**src/rtl/riscv_defines.sv**
```systemverilog
// Shared core definitions.
//   RISCV_ADDR_WIDTH : width of instruction/data addresses
//   RISCV_WORD_WIDTH : width of a fetched instruction word
//   fetch_state_e    : instruction fetch controller state
package riscv_defines;

    localparam int unsigned RISCV_ADDR_WIDTH = 32;
    localparam int unsigned RISCV_WORD_WIDTH = 32;

    // StLockedRedirect: a redirect is waiting behind a request that has not been granted yet.
    typedef enum logic [0:0] {
        StRun,
        StLockedRedirect
    } fetch_state_e;

endpackage

```
**src/rtl/fetch_skid_fifo.sv**
```systemverilog
// Small in-order FIFO with a synchronous flush.
//   clk, rst_n   : clock, asynchronous active-low reset
//   flush_i      : drop all entries (takes priority over push/pop)
//   push_i       : write push_data_i (accepted when not full, or when popping while full)
//   pop_i        : remove the head entry (ignored when empty)
//   head_o       : current head entry
//   count_o      : number of stored entries
//   empty_o      : no entries stored
//   full_o       : DEPTH entries stored
module fetch_skid_fifo #(
    parameter int unsigned DEPTH = 2,
    parameter int unsigned WIDTH = 32,
    localparam int unsigned PTR_W = (DEPTH > 1) ? $clog2(DEPTH) : 1,
    localparam int unsigned CNT_W = $clog2(DEPTH + 1)
) (
    input  logic             clk,
    input  logic             rst_n,
    input  logic             flush_i,
    input  logic             push_i,
    input  logic [WIDTH-1:0] push_data_i,
    input  logic             pop_i,
    output logic [WIDTH-1:0] head_o,
    output logic [CNT_W-1:0] count_o,
    output logic             empty_o,
    output logic             full_o
);

    logic [WIDTH-1:0] mem_q [DEPTH];
    logic [PTR_W-1:0] wr_ptr_q, rd_ptr_q;
    logic [CNT_W-1:0] count_q;
    logic             do_push, do_pop;

    function automatic logic [PTR_W-1:0] ptr_inc(input logic [PTR_W-1:0] p);
        return (p == PTR_W'(DEPTH - 1)) ? '0 : p + PTR_W'(1);
    endfunction

    assign empty_o = (count_q == '0);
    assign full_o  = (count_q == CNT_W'(DEPTH));
    assign count_o = count_q;
    assign head_o  = mem_q[rd_ptr_q];

    assign do_pop  = pop_i & ~empty_o;
    assign do_push = push_i & (~full_o | do_pop);

    always_ff @(posedge clk or negedge rst_n) begin
        if (!rst_n) begin
            wr_ptr_q <= '0;
            rd_ptr_q <= '0;
            count_q  <= '0;
        end else if (flush_i) begin
            wr_ptr_q <= '0;
            rd_ptr_q <= '0;
            count_q  <= '0;
        end else begin
            if (do_push) wr_ptr_q <= ptr_inc(wr_ptr_q);
            if (do_pop)  rd_ptr_q <= ptr_inc(rd_ptr_q);
            if (do_push && !do_pop) begin
                count_q <= count_q + CNT_W'(1);
            end else if (!do_push && do_pop) begin
                count_q <= count_q - CNT_W'(1);
            end
        end
    end

    // Storage needs no reset; entries are only read once counted.
    always_ff @(posedge clk) begin
        if (do_push && !flush_i) begin
            mem_q[wr_ptr_q] <= push_data_i;
        end
    end

endmodule

```
**src/rtl/instr_fetch_ctrl.sv**
```systemverilog
// Instruction fetch controller: owns the fetch address, issues word requests on a
// req/gnt/rvalid bus and feeds responses into the realign buffer.
//   clk, rst_n          : clock, asynchronous active-low reset
//   redirect_i/_addr_i  : one-cycle restart of fetch at a new (halfword-aligned) target
//   instr_req_o/addr_o  : memory request and word-aligned address
//   instr_gnt_i         : request accepted
//   instr_rvalid_i/rdata: in-order response
//   buf_clear_o         : clear realign buffer
//   buf_read_offset_o   : starting halfword offset for the buffer
//   buf_write_en_o      : push buf_instr_o / buf_addr_o into the buffer
//   buf_full_i          : buffer cannot accept a push
module instr_fetch_ctrl
    import riscv_defines::*;
#(
    parameter logic [RISCV_ADDR_WIDTH-1:0] BOOT_ADDR       = 32'h0000_0000,
    parameter int unsigned                 MAX_OUTSTANDING = 2
) (
    input  logic                        clk,
    input  logic                        rst_n,
    input  logic                        redirect_i,
    input  logic [RISCV_ADDR_WIDTH-1:0] redirect_addr_i,
    output logic                        instr_req_o,
    output logic [RISCV_ADDR_WIDTH-1:0] instr_addr_o,
    input  logic                        instr_gnt_i,
    input  logic                        instr_rvalid_i,
    input  logic [RISCV_WORD_WIDTH-1:0] instr_rdata_i,
    output logic                        buf_clear_o,
    output logic                        buf_read_offset_o,
    output logic                        buf_write_en_o,
    output logic [RISCV_WORD_WIDTH-1:0] buf_instr_o,
    output logic [RISCV_ADDR_WIDTH-1:0] buf_addr_o,
    input  logic                        buf_full_i
);

    localparam int unsigned AW    = RISCV_ADDR_WIDTH;
    localparam int unsigned WW    = RISCV_WORD_WIDTH;
    localparam int unsigned CNT_W = $clog2(MAX_OUTSTANDING + 1);
    localparam int unsigned SUM_W = CNT_W + 1;

    fetch_state_e      state_q, state_d;
    logic [AW-1:0]     fetch_addr_q, fetch_addr_d;
    logic [AW-1:0]     target_q, target_d;
    logic              req_locked_q, req_locked_d;
    logic [CNT_W-1:0]  outstanding_q, outstanding_d;
    logic [CNT_W-1:0]  discard_q, discard_d;

    logic [AW-1:0]     redirect_word;
    logic              room;
    logic              gnt_acc;
    logic              drop, deliver, bypass, head_push, skid_push;

    logic [WW+AW-1:0]  skid_head;
    logic [CNT_W-1:0]  skid_count;
    logic              skid_empty, skid_full;
    logic [AW-1:0]     rsp_addr;
    logic [CNT_W-1:0]  aq_count;
    logic              aq_empty, aq_full;
    logic              unused_sigs;

    assign redirect_word = {redirect_addr_i[AW-1:2], 2'b00};

    // Skid entries count against the budget so every response always has a home.
    assign room = (SUM_W'(outstanding_q) + SUM_W'(skid_count)) < SUM_W'(MAX_OUTSTANDING);

    assign instr_req_o  = rst_n & (req_locked_q | (~redirect_i & room));
    assign instr_addr_o = fetch_addr_q;
    assign gnt_acc      = instr_req_o & instr_gnt_i;

    assign drop      = instr_rvalid_i & ((discard_q != '0) | redirect_i);
    assign deliver   = instr_rvalid_i & ~drop;
    assign head_push = ~skid_empty & ~buf_full_i & ~redirect_i;
    assign bypass    = deliver & skid_empty & ~buf_full_i;
    assign skid_push = deliver & ~bypass;

    assign buf_write_en_o    = rst_n & (head_push | bypass);
    assign buf_instr_o       = skid_empty ? instr_rdata_i : skid_head[WW+AW-1:AW];
    assign buf_addr_o        = skid_empty ? rsp_addr : skid_head[AW-1:0];
    assign buf_clear_o       = redirect_i;
    assign buf_read_offset_o = redirect_i ? redirect_addr_i[1] : BOOT_ADDR[1];

    // Address of every granted request, popped as its response returns.
    fetch_skid_fifo #(
        .DEPTH (MAX_OUTSTANDING),
        .WIDTH (AW)
    ) u_addr_queue (
        .clk         (clk),
        .rst_n       (rst_n),
        .flush_i     (1'b0),
        .push_i      (gnt_acc),
        .push_data_i (instr_addr_o),
        .pop_i       (instr_rvalid_i),
        .head_o      (rsp_addr),
        .count_o     (aq_count),
        .empty_o     (aq_empty),
        .full_o      (aq_full)
    );

    fetch_skid_fifo #(
        .DEPTH (MAX_OUTSTANDING),
        .WIDTH (WW + AW)
    ) u_skid (
        .clk         (clk),
        .rst_n       (rst_n),
        .flush_i     (redirect_i),
        .push_i      (skid_push),
        .push_data_i ({instr_rdata_i, rsp_addr}),
        .pop_i       (head_push),
        .head_o      (skid_head),
        .count_o     (skid_count),
        .empty_o     (skid_empty),
        .full_o      (skid_full)
    );

    assign unused_sigs = ^{aq_count, aq_empty, aq_full, skid_full, redirect_addr_i[0]};

    always_comb begin
        state_d       = state_q;
        fetch_addr_d  = fetch_addr_q;
        target_d      = target_q;
        req_locked_d  = req_locked_q;
        outstanding_d = outstanding_q;
        discard_d     = discard_q;

        if (gnt_acc) begin
            req_locked_d = 1'b0;
        end else if (instr_req_o) begin
            req_locked_d = 1'b1;
        end

        if (gnt_acc && !instr_rvalid_i) begin
            outstanding_d = outstanding_q + CNT_W'(1);
        end else if (!gnt_acc && instr_rvalid_i) begin
            outstanding_d = outstanding_q - CNT_W'(1);
        end

        if (instr_rvalid_i && (discard_q != '0)) begin
            discard_d = discard_q - CNT_W'(1);
        end

        unique case (state_q)
            StRun: begin
                if (redirect_i) begin
                    if (req_locked_q && !gnt_acc) begin
                        state_d  = StLockedRedirect;
                        target_d = redirect_word;
                    end else begin
                        fetch_addr_d = redirect_word;
                    end
                end else if (gnt_acc) begin
                    fetch_addr_d = fetch_addr_q + AW'(4);
                end
            end
            StLockedRedirect: begin
                if (redirect_i) begin
                    target_d = redirect_word;
                end
                if (gnt_acc) begin
                    // The held request belongs to the old stream: its response is stale.
                    state_d      = StRun;
                    fetch_addr_d = redirect_i ? redirect_word : target_q;
                    discard_d    = discard_d + CNT_W'(1);
                end
            end
            default: state_d = StRun;
        endcase

        // Everything still in flight after a redirect cycle belongs to the old stream.
        if (redirect_i) begin
            discard_d = outstanding_d;
        end
    end

    always_ff @(posedge clk or negedge rst_n) begin
        if (!rst_n) begin
            state_q       <= StRun;
            fetch_addr_q  <= {BOOT_ADDR[AW-1:2], 2'b00};
            target_q      <= '0;
            req_locked_q  <= 1'b0;
            outstanding_q <= '0;
            discard_q     <= '0;
        end else begin
            state_q       <= state_d;
            fetch_addr_q  <= fetch_addr_d;
            target_q      <= target_d;
            req_locked_q  <= req_locked_d;
            outstanding_q <= outstanding_d;
            discard_q     <= discard_d;
        end
    end

endmodule

```
**config.mk**
```make
export PLATFORM = sky130hd
export DESIGN_NAME = instr_fetch_ctrl
export DESIGN_NICKNAME = d
export VERILOG_FILES = /design/src/rtl/riscv_defines.sv /design/src/rtl/fetch_skid_fifo.sv /design/src/rtl/instr_fetch_ctrl.sv
export SDC_FILE = /design/constraint.sdc
export NUM_CORES = 1
export LEC_CHECK = 0
export BUFFER_PORTS_ARGS = -buffer_cell sky130_fd_sc_hd__clkbuf_2
export CORE_UTILIZATION = 60
export CTS_BUF_LIST = sky130_fd_sc_hd__clkbuf_8
export CTS_CLUSTER_DIAMETER = 50
export DETAILED_ROUTE_END_ITERATION = 7
export PLACE_DENSITY = 0.83
export SYNTH_ARGS = -nofsm -noshare
export SYNTH_HDL_FRONTEND = slang
export SYNTH_HIERARCHICAL = 1
export SYNTH_SLANG_ARGS = --single-unit
```
**constraint.sdc**
```tcl
create_clock -name clk -period 8 [get_ports clk]
set_input_delay 0.4 -clock clk [delete_from_list [all_inputs] [get_ports clk]]
set_output_delay 0.4 -clock clk [all_outputs]
set_load 0.005 [all_outputs]
```
==> results of run 1 <==
==> flip-flops by register name, indices dropped and copies added, names as in the netlist, 2 cells and up <==
name and cells:
u_addr_queue/mem_q 64, outstanding_q 2, u_skid/mem_q 128, u_addr_queue/count_o 2
u_skid/count_o 2, target_q 32, discard_q 2, instr_addr_o 32
==> through the flow <==
stage	utilization (%)	cells	setup slack, ns	total power (uW)
6_report	71.5	1328	4.77	3910
5_1_grt	71.5	1328	4.55	4110
4_1_cts	71.5	1328	4.73	3930
3_5_place_dp	67.4	1247	4.73	2860
3_3_place_gp	67.4	1247	4.83	2820
2_1_floorplan	-	846	1.06	2500
==> how the worst max path moves through the flow <==
stage	startpoint	to	slack [ns]
after floorplan	u_skid/count_o[1]	u_skid/mem_q[1][0]	1.06
after global placement	u_skid/count_o[0]	u_skid/mem_q[1][20]	4.83
after detailed placement	u_skid/count_o[0]	u_skid/mem_q[1][20]	4.73
after CTS	u_skid/count_o[0]	u_skid/mem_q[1][18]	4.73
after global routing	u_skid/count_o[0]	u_skid/mem_q[1][28]	4.55
final	u_skid/count_o[0]	u_skid/mem_q[1][18]	4.77
==> area by class of cell <==
cell class	count	area, um^2
clock inverters	32	138
flip-flops and latches	270	7720
well taps	265	332
fillers	1369	5600
multi-input cells	519	4210
inverters	13	48.8
clock buffers	48	661
repair buffers	181	943
==> power by group <==
part           total (uW)  internal, uW  leakage, uW  switching (uW)
clock network        1060           553     0.000486             507
registers            2010          1740      0.00269             277
logic                 835           396      0.00221             439
==> critical path: cells and delay by family (launching register included) <==
kind | cells | cell delay, ns
AOI/OAI and AO/OA | 1 | 0.24
buffers and inverters | 3 | 1.17
DFF | 1 | 0.48
and+or+nand+nor | 3 | 0.88
==> per-layer routing <==
layer / vias to the layer above / GRT usage [%] / share of wire [%]
li1: 3603 / - / -
met1: 3792 / 33.4 / 43
met2: 303 / 38.4 / 47
met3: 52 / 5.20 / 6.9
met4: 0 / 8.98 / 2.3
met5: - / 0 / 0
==> cell usage in the layout (no fill, tap or decap), types with 7 or more instances in the layout <==
cell      instances
a21oi_1          24
a22o_1            7
a22oi_1           8
a31oi_1           7
and2_1            8
and3_1            7
buf_4            13
clkbuf_2        167
clkbuf_8         48
clkinv_1          7
conb_1            7
dfrtp_1          77
edfxtp_1        192
inv_1            32
mux2_1           25
mux2_2          165
mux2i_1           8
nand2_1          33
nand3_1          21
nand4_1           9
nor2_1           35
nor2b_1           7
nor3_1           11
o211ai_1          7
o21ai_0          38
xnor2_1           7
==> results by group, run 1 <==
STA
  • WHS: 0.0641 ns
  • RSZ-0062 raised after global routing: false
  • Fin. Hold Viols: 0
  • Normalized max-slew margin: 29.2%
  • Fin Clk Skew: 0.0180 ns
  • Worst Tran Pin Value: 1.05 ns
  • Setup TNS: 0 ns
  • FMAX: 310 MHz
  • Final min period: 3.23 ns
  • Final worst-path cycle share: 40.4%
  • Setup Viol. Count Final: 0
  • Pins Over Slew Limit: 0

Setup path
  • Worst reg2reg path depth: 7
  • R2R Setup Slk: 4.77 ns
  • CP max stage delay: 0.69 ns
  • Crit path top cell by count: buf_4
  • Worst EP arrival: 3.38 ns
  • Reg2reg end: u_skid/mem_q[1][18]
  • CP required: 8.15 ns
  • FF-to-FF Start: u_skid/count_o[0]
  • Worst setup EP type: flop
  • Slowest stage cell on the critical path: buf_4
  • Worst setup path class: flop to flop
  • CP max FO: 68
  • Setup crit start kind: flop
  • Critical-path cell list: nor2_4, buf_4, nor3_1, inv_1, a21o_1, nor3b_2, buf_4

Final layout
  • # diodes: 0
  • Post-layout instance area: 14100 um^2
  • Share of layout cells above drive strength 1: 39.9%
  • Area growth syn-to-layout: 15.7%
  • # nets final: 1102

Placement
  • GP Congestion: 0.868
  • Hpwl dp: 15900 um
  • Placed cell area: 13200 um^2
  • PortBufs: 168

Pwr
  • PwrDens: 278 nW/um^2
  • Lkg Pwr: 0.00539 uW
  • Worst vdd ir: 0.205 mV

Drt
  • Via count: 7750
  • DR vias/cell: 5.84
  • DRC: 0
  • DR pass1 iterations: 5
  • Initial DRC Count: 714
  • Antenna Nets Post-Route: 0
  • WL final: 25100 um
  • WL per Instance: 18.9 um

GRT
  • Initial antenna violation count: 0
  • Vias in the first global route: 7394
  • GRT Overall Usage: 24.3%
  • Largest net degree at the start of global routing: 69
  • First-pass GRT wire length: 38500 um
  • GRT overflow: 0

Floorplanning
  • Die Y-Extent: 144 um
  • Row count: 51
  • Die X: 144 um
  • Core area: 19700 um^2
  • Die Area: 20800 um^2
  • Initial core utilization: 61.8%
  • I/O pins: 170

Hold path
  • Hold EP: u_skid/mem_q[0][52]
  • Worst hold path class: primary input to flop
  • WHS Path Cells: 1
  • Hold_sp: instr_rdata_i[20]

Flow run
  • Number of max-cap violations: 0

Clock tree
  • Worst-Skew Late Latency: 0.54 ns
  • CTS root buf: clkbuf_8
  • Clock Sinks: 270
  • Postcts setup bufs: 0
  • CTS tree: done
  • Clock Pin Slew Worst Setup and Hold Paths: 0.06 ns
  • H-tree lvl count: 2
  • Cts bufs inserted: 44
  • Longest Clk Path Bufs: 3
  • Post-CTS Hold Buffers: 1
  • Post-cts sizing count: 0

Synth
  • Synth Area per Inst: 14.5 um^2
  • Synth warn: 6
  • Mapped Area: 12200 um^2
  • Syn Inst Count: 840

Status
  • Status: complete, no violations
(Power assumes the default switching activity.)
==> inputs of run 2 (changes only) <==
--- a/config.mk
+++ b/config.mk
@@ -5,12 +5,13 @@
 export SDC_FILE = /design/constraint.sdc
 export NUM_CORES = 1
 export LEC_CHECK = 0
+export ABC_AREA = 1
 export BUFFER_PORTS_ARGS = -buffer_cell sky130_fd_sc_hd__clkbuf_2
-export CORE_UTILIZATION = 60
+export CORE_UTILIZATION = 54
 export CTS_BUF_LIST = sky130_fd_sc_hd__clkbuf_8
 export CTS_CLUSTER_DIAMETER = 50
 export DETAILED_ROUTE_END_ITERATION = 7
-export PLACE_DENSITY = 0.83
+export PLACE_DENSITY = 0.78
 export SYNTH_ARGS = -nofsm -noshare
 export SYNTH_HDL_FRONTEND = slang
 export SYNTH_HIERARCHICAL = 1
==> constraint.sdc (replaced) <==
create_clock -name clk -period 2.9 [get_ports clk]
set_input_delay 0.145 -clock clk [delete_from_list [all_inputs] [get_ports clk]]
set_output_delay 0.145 -clock clk [all_outputs]
set_load 0.005 [all_outputs]
==> run 2 against run 1 <==
Effect of this change: synthesized cell count increased by 53%; critical path type is now flop to primary output; highest routed layer unchanged; worst setup slack got worse by 4.5 ns; utilization decreased by 4.1 points; die area increased by 15%; largest power group unchanged; sequential cell count unchanged; clock skew increased by 0.0037 ns.
==> results by group, run 2 <==
Setup path
  • Worst reg2reg path depth: 11
  • R2R Setup Slk: 0.28 ns
  • Worst EP arrival: 2.48 ns
  • CP max FO: 54
  • CP endpoint: buf_addr_o[15]
  • Reg2reg end: u_addr_queue/mem_q[0][26]
  • CP required: 2.76 ns
  • Setup crit start kind: flop
  • Worst setup EP type: primary output
  • FF-to-FF Start: u_skid/count_o[0]
  • Worst setup path class: flop to primary output
  • Worst setup path start: u_skid/count_o[0]

Synth
  • Syn Inst Count: 1286
  • Synth Area per Inst: 9.80 um^2
  • Mapped Area: 12600 um^2
  • Synth warn: 6

Final layout
  • Largest regs: u_skid/mem_q x128, u_addr_queue/mem_q x64
  • Most common cell after layout, fill and taps aside: nand2_1
  • Utilization after layout: 67.4%
  • Top reg by flops: u_skid/mem_q
  • Post-layout instance area: 15400 um^2
  • Non-Filler Instances: 1881
  • Most frequent cells in the layout: 577 x nand2_1, 192 x edfxtp_1, 167 x clkbuf_2
  • Reg area: 7720 um^2
  • Share of layout cells above drive strength 1: 22.6%
  • Area of the multi-input gates: 4360 um^2
  • # diodes: 0
  • # nets final: 1607
  • Max reg flops: 128
  • Area growth syn-to-layout: 21.8%
  • Fill count: 1724

Placement
  • Cells after DPL: 1736
  • PortBufs: 168
  • Placed cell area: 13900 um^2
  • Worst slack at placement: 0.271 ns
  • GP Congestion: 0.844
  • Hpwl dp: 18100 um

STA
  • Final worst-path cycle share: 90.4%
  • Normalized max-slew margin: 42.3%
  • Fin. Hold Viols: 0
  • Worst Tran Pin Value: 0.865 ns
  • RSZ-0062 raised after global routing: false
  • FMAX: 381 MHz
  • Pins Over Slew Limit: 0
  • WHS: 0.0404 ns
  • Setup Viol. Count Final: 0
  • Final min period: 2.62 ns
  • Fin Clk Skew: 0.0217 ns
  • Worst setup margin: 0.277 ns

Clock tree
  • Clock Pin Slew Worst Setup and Hold Paths: 0.07 ns
  • Cts bufs inserted: 44
  • CTS root buf: clkbuf_8
  • Worst-Skew Late Latency: 0.55 ns
  • Clock Sinks: 270
  • H-tree lvl count: 2
  • Postcts setup bufs: 0
  • CTS tree: done
  • Longest Clk Path Bufs: 3

GRT
  • Vias in the first global route: 9130
  • GRT overflow: 0
  • Largest net degree at the start of global routing: 69
  • Initial antenna violation count: 0
  • GRT Overall Usage: 24.3%
  • First-pass GRT wire length: 46000 um

Floorplanning
  • Die Y-Extent: 155 um
  • Core area: 22800 um^2
  • Die Area: 24000 um^2
  • I/O pins: 170
  • Initial core utilization: 55.3%
  • Row count: 55
  • Die X: 155 um

Drt
  • DRC: 0
  • Initial DRC Count: 771
  • Via count: 9608
  • DR vias/cell: 5.11
  • WL final: 28700 um
  • Antenna Nets Post-Route: 0
  • WL per Instance: 15.3 um
  • DR pass1 iterations: 5

Pwr
  • Lkg Pwr: 0.00690 uW
  • Sw power: 4160 uW
  • Internal power: 7940 uW
  • Switch share: 34.4%
  • Worst vdd ir: 0.606 mV
  • PwrDens: 788 nW/um^2
  • Seq pwr share: 46.0%
  • Clk pwr share: 26.0%
  • Comb power frac: 28.1%

Flow run
  • Number of max-cap violations: 0

Status
  • Status: complete, no violations

Hold path
  • Worst hold path class: primary input to async pin
## run 2: repair_timing
item,4_1_cts,5_1_grt
setup endpoints to repair,0,54
gates resized for setup,0,1
hold buffers,65,0
hold endpoints to repair,124,0
## run 2: power groups by stage
| stage | logic [uW] | registers [uW] | clock network (uW) |
|---|---|---|---|
| after floorplan | 2300 | 5410 | 0 |
| after global placement | 3210 | 5570 | 0 |
| after detailed placement | 3300 | 5620 | 0 |
| after CTS | 3400 | 5550 | 3220 |
| after global routing | 3820 | 5630 | 3390 |
| final | 3400 | 5560 | 3140 |
## run 2: final cells by class
type	instances	share of cell area, %
sequential	270	50.3
timing repair buffer	253	11.3
inverter	83	2.03
clock inverter	36	1.52
multi-input combinational	882	28.4
clock buffer	44	3.94
tap	313	2.55
## run 2: worst min path at each step
stage / from / end / slack (ns) / cells after the start
6_report: rst_n / u_addr_queue/rd_ptr_q / 0.04 / 2
5_1_grt: rst_n / u_addr_queue/rd_ptr_q / 0.03 / 2
4_1_cts: rst_n / u_addr_queue/rd_ptr_q / 0.002 / 2
3_5_place_dp: rst_n / u_addr_queue/rd_ptr_q / 0.01 / 1
3_3_place_gp: rst_n / u_skid/wr_ptr_q / 0.01 / 1
2_1_floorplan: rst_n / discard_q[0] / -0.15 / 0
## run 2: metrics by stage
| step | TNS (ns) | power, uW |
|---|---|---|
| after floorplan | -27.69 | 7710 |
| after global placement | 0 | 8780 |
| after detailed placement | 0 | 8930 |
| after CTS | 0 | 12200 |
| after global routing | 0 | 12800 |
| final | 0 | 12100 |
## run 2: layer usage
| metal | wire, um | global-route usage, % | vias up |
|---|---|---|---|
| li1 | - | - | 4724 |
| met2 | 13600 | 39.4 | 344 |
| met3 | 2090 | 5.30 | 53 |
| met1 | 12300 | 32.7 | 4487 |
| met5 | 0 | 0 | - |
| met4 | 641 | 8.20 | 0 |
## run 2: critical path, cell delays in order (launching register included)
cell      delay [ns]
dfrtp_2         0.45
inv_2           0.08
nand2_2         0.06
inv_2           0.27
buf_6           0.48
mux2_2          0.41
clkbuf_2        0.12
==> inputs of run 3 (changes only) <==
--- a/config.mk
+++ b/config.mk
@@ -7,11 +7,11 @@
 export LEC_CHECK = 0
 export ABC_AREA = 1
 export BUFFER_PORTS_ARGS = -buffer_cell sky130_fd_sc_hd__clkbuf_2
-export CORE_UTILIZATION = 54
+export CORE_UTILIZATION = 64
 export CTS_BUF_LIST = sky130_fd_sc_hd__clkbuf_8
 export CTS_CLUSTER_DIAMETER = 50
 export DETAILED_ROUTE_END_ITERATION = 7
-export PLACE_DENSITY = 0.78
+export PLACE_DENSITY = 0.87
 export SYNTH_ARGS = -nofsm -noshare
 export SYNTH_HDL_FRONTEND = slang
 export SYNTH_HIERARCHICAL = 1
==> constraint.sdc (replaced) <==
create_clock -name clk -period 3.05 [get_ports clk]
set_input_delay 0.1525 -clock clk [delete_from_list [all_inputs] [get_ports clk]]
set_output_delay 0.1525 -clock clk [all_outputs]
set_load 0.005 [all_outputs]
==> run 3 against run 2 <==
Effect of this change: cell count down 3.3%; combinational power down 3%; register-to-register slack better by 0.20 ns; via count up 2.7%; clock skew up 0.0043 ns; global-route usage up 6.1 points; power down 2.6%.
==> results by group, run 3 (same netlist as run 2, synthesis figures left out) <==
Pwr
  • Sw power: 4040 uW
  • Seq pwr share: 44.9%
  • Comb power frac: 28.0%
  • Switch share: 34.3%
  • PwrDens: 772 nW/um^2
  • Clk pwr share: 27.0%
  • Internal power: 7740 uW
  • Lkg Pwr: 0.00686 uW
  • Worst vdd ir: 0.559 mV

GRT
  • Initial antenna violation count: 0
  • GRT overflow: 0
  • GRT Overall Usage: 30.4%
  • First-pass GRT wire length: 47400 um
  • Vias in the first global route: 9634
  • Largest net degree at the start of global routing: 79

STA
  • FMAX: 366 MHz
  • Pins Over Slew Limit: 0
  • Worst Tran Pin Value: 1.01 ns
  • Setup TNS: 0 ns
  • Final min period: 2.73 ns
  • Final worst-path cycle share: 89.5%
  • Fin. Hold Viols: 0
  • RSZ-0062 raised after global routing: false
  • Setup Viol. Count Final: 0
  • Normalized max-slew margin: 32.5%
  • Fin Clk Skew: 0.0260 ns
  • Worst setup margin: 0.319 ns
  • WHS: 0.0306 ns

Hold path
  • Worst hold path class: primary input to flop
  • Hold_sp: buf_full_i

Drt
  • DRC: 0
  • Highest routed metal layer: met4
  • DR pass1 iterations: 7
  • Metal1 wirelength: 12200 um
  • WL final: 30600 um
  • WL per Instance: 16.8 um
  • Antenna Nets Post-Route: 0
  • Met3 routed WL: 2500 um
  • Met2 WL: 15000 um
  • DR vias/cell: 5.43
  • Initial DRC Count: 913
  • Via count: 9868

Clock tree
  • CTS root buf: clkbuf_8
  • Postcts setup bufs: 0
  • Longest Clk Path Bufs: 3
  • Cts bufs inserted: 41
  • Post-cts sizing count: 0
  • Clock Sinks: 270
  • CTS tree: done
  • H-tree lvl count: 2
  • Worst-Skew Late Latency: 0.56 ns
  • Clock Pin Slew Worst Setup and Hold Paths: 0.07 ns
  • Post-CTS Hold Buffers: 63

Final layout
  • Top reg by flops: u_skid/mem_q
  • Most frequent cells in the layout: 577 x nand2_1, 192 x edfxtp_1, 167 x clkbuf_2
  • Largest regs: u_skid/mem_q x128, u_addr_queue/mem_q x64
  • Most common cell after layout, fill and taps aside: nand2_1
  • Non-Filler Instances: 1818
  • Share of layout cells above drive strength 1: 23.0%
  • Max reg flops: 128
  • # nets final: 1601
  • Post-layout instance area: 15300 um^2
  • Area growth syn-to-layout: 21.2%
  • # diodes: 0

Status
  • Status: complete, no violations

Setup path
  • Worst EP arrival: 2.58 ns
  • FF-to-FF Start: u_skid/count_o[0]
  • CP max FO: 64
  • Setup crit start kind: flop
  • CP bufs+invs: 4
  • Worst setup path class: flop to primary output
  • Critical-path cell list: inv_2, nand2_2, inv_2, buf_4, mux2_2, clkbuf_2
  • CP required: 2.90 ns
  • Crit path top cell by count: inv_2
  • Worst setup path start: u_skid/count_o[0]
  • Slowest stage cell on the critical path: buf_4
  • CP max stage delay: 0.68 ns
  • Worst setup EP type: primary output
  • Family with the most delay on the worst path: buffers and inverters

Floorplanning
  • Die Area: 20300 um^2
  • Die X: 142 um
  • Row count: 50
  • Core area: 19000 um^2
  • I/O pins: 170
  • Die Y-Extent: 142 um
  • Initial core utilization: 66.3%

Placement
  • Cells after DPL: 1682
  • Placed cell area: 13800 um^2
  • Worst slack at placement: 0.538 ns
  • GP Congestion: 0.895
  • PortBufs: 168
  • Hpwl dp: 18200 um

Flow run
  • Number of max-cap violations: 0
-- run 3: power by group through the flow --
| stage | Combinational [uW] | Sequential [uW] | Clock, uW |
|---|---|---|---|
| final | 3300 | 5290 | 3190 |
| after global routing | 3680 | 5360 | 3370 |
| after CTS | 3240 | 5260 | 3210 |
| after detailed placement | 3130 | 5340 | 0 |
| after global placement | 3010 | 5300 | 0 |
| after floorplan | 2190 | 5140 | 0 |
-- run 3: metal layers --
layer | track usage (%) | vias to the layer above
met3 | 5.62 | 79
met1 | 38.2 | 4623
li1 | - | 4706
met4 | 12.6 | 0
met2 | 52.3 | 460
met5 | 0 | -
-- run 3: worst register-to-register path, stage by stage, from the launching register on --
cell,delay (ns)
dfrtp_2,0.46
nand2_1,0.08
inv_1,0.05
fa_1,0.43
nor2_1,0.11
nand2_1,0.10
nand2_1,0.08
nand2_1,0.09
nor2_4,0.24
o21ai_2,0.15
nor3_4,0.19
buf_12,0.24
-- run 3: final cells by class --
class | instances | area, um^2
repair buffers | 250 | 1680
flip-flops and latches | 270 | 7720
clock inverters | 28 | 262
fillers | 1090 | 3740
inverters | 83 | 312
well taps | 260 | 325
multi-input cells | 882 | 4360
clock buffers | 45 | 619
-- run 3: per-stage QoR --
step	utilization [%]	total power, uW
floorplan	-	7330
global placement	72.4	8320
detailed placement	72.4	8470
CTS	80.3	11700
global route	80.3	12400
finish	80.3	11800
-- run 3: final timing paths --
kind	endpoint	slack, ns	depth (start not counted)
worst max-delay path	buf_instr_o[26]	0.32	6
worst min-delay path	u_skid/rd_ptr_q	0.03	4
worst max register to register	u_addr_queue/mem_q[1][26]	0.48	11
worst min register to register	target_q[17]	0.48	2
max in group asynchronous	u_skid/count_o[1]	1.95	3
min in group asynchronous	req_locked_q	0.42	3
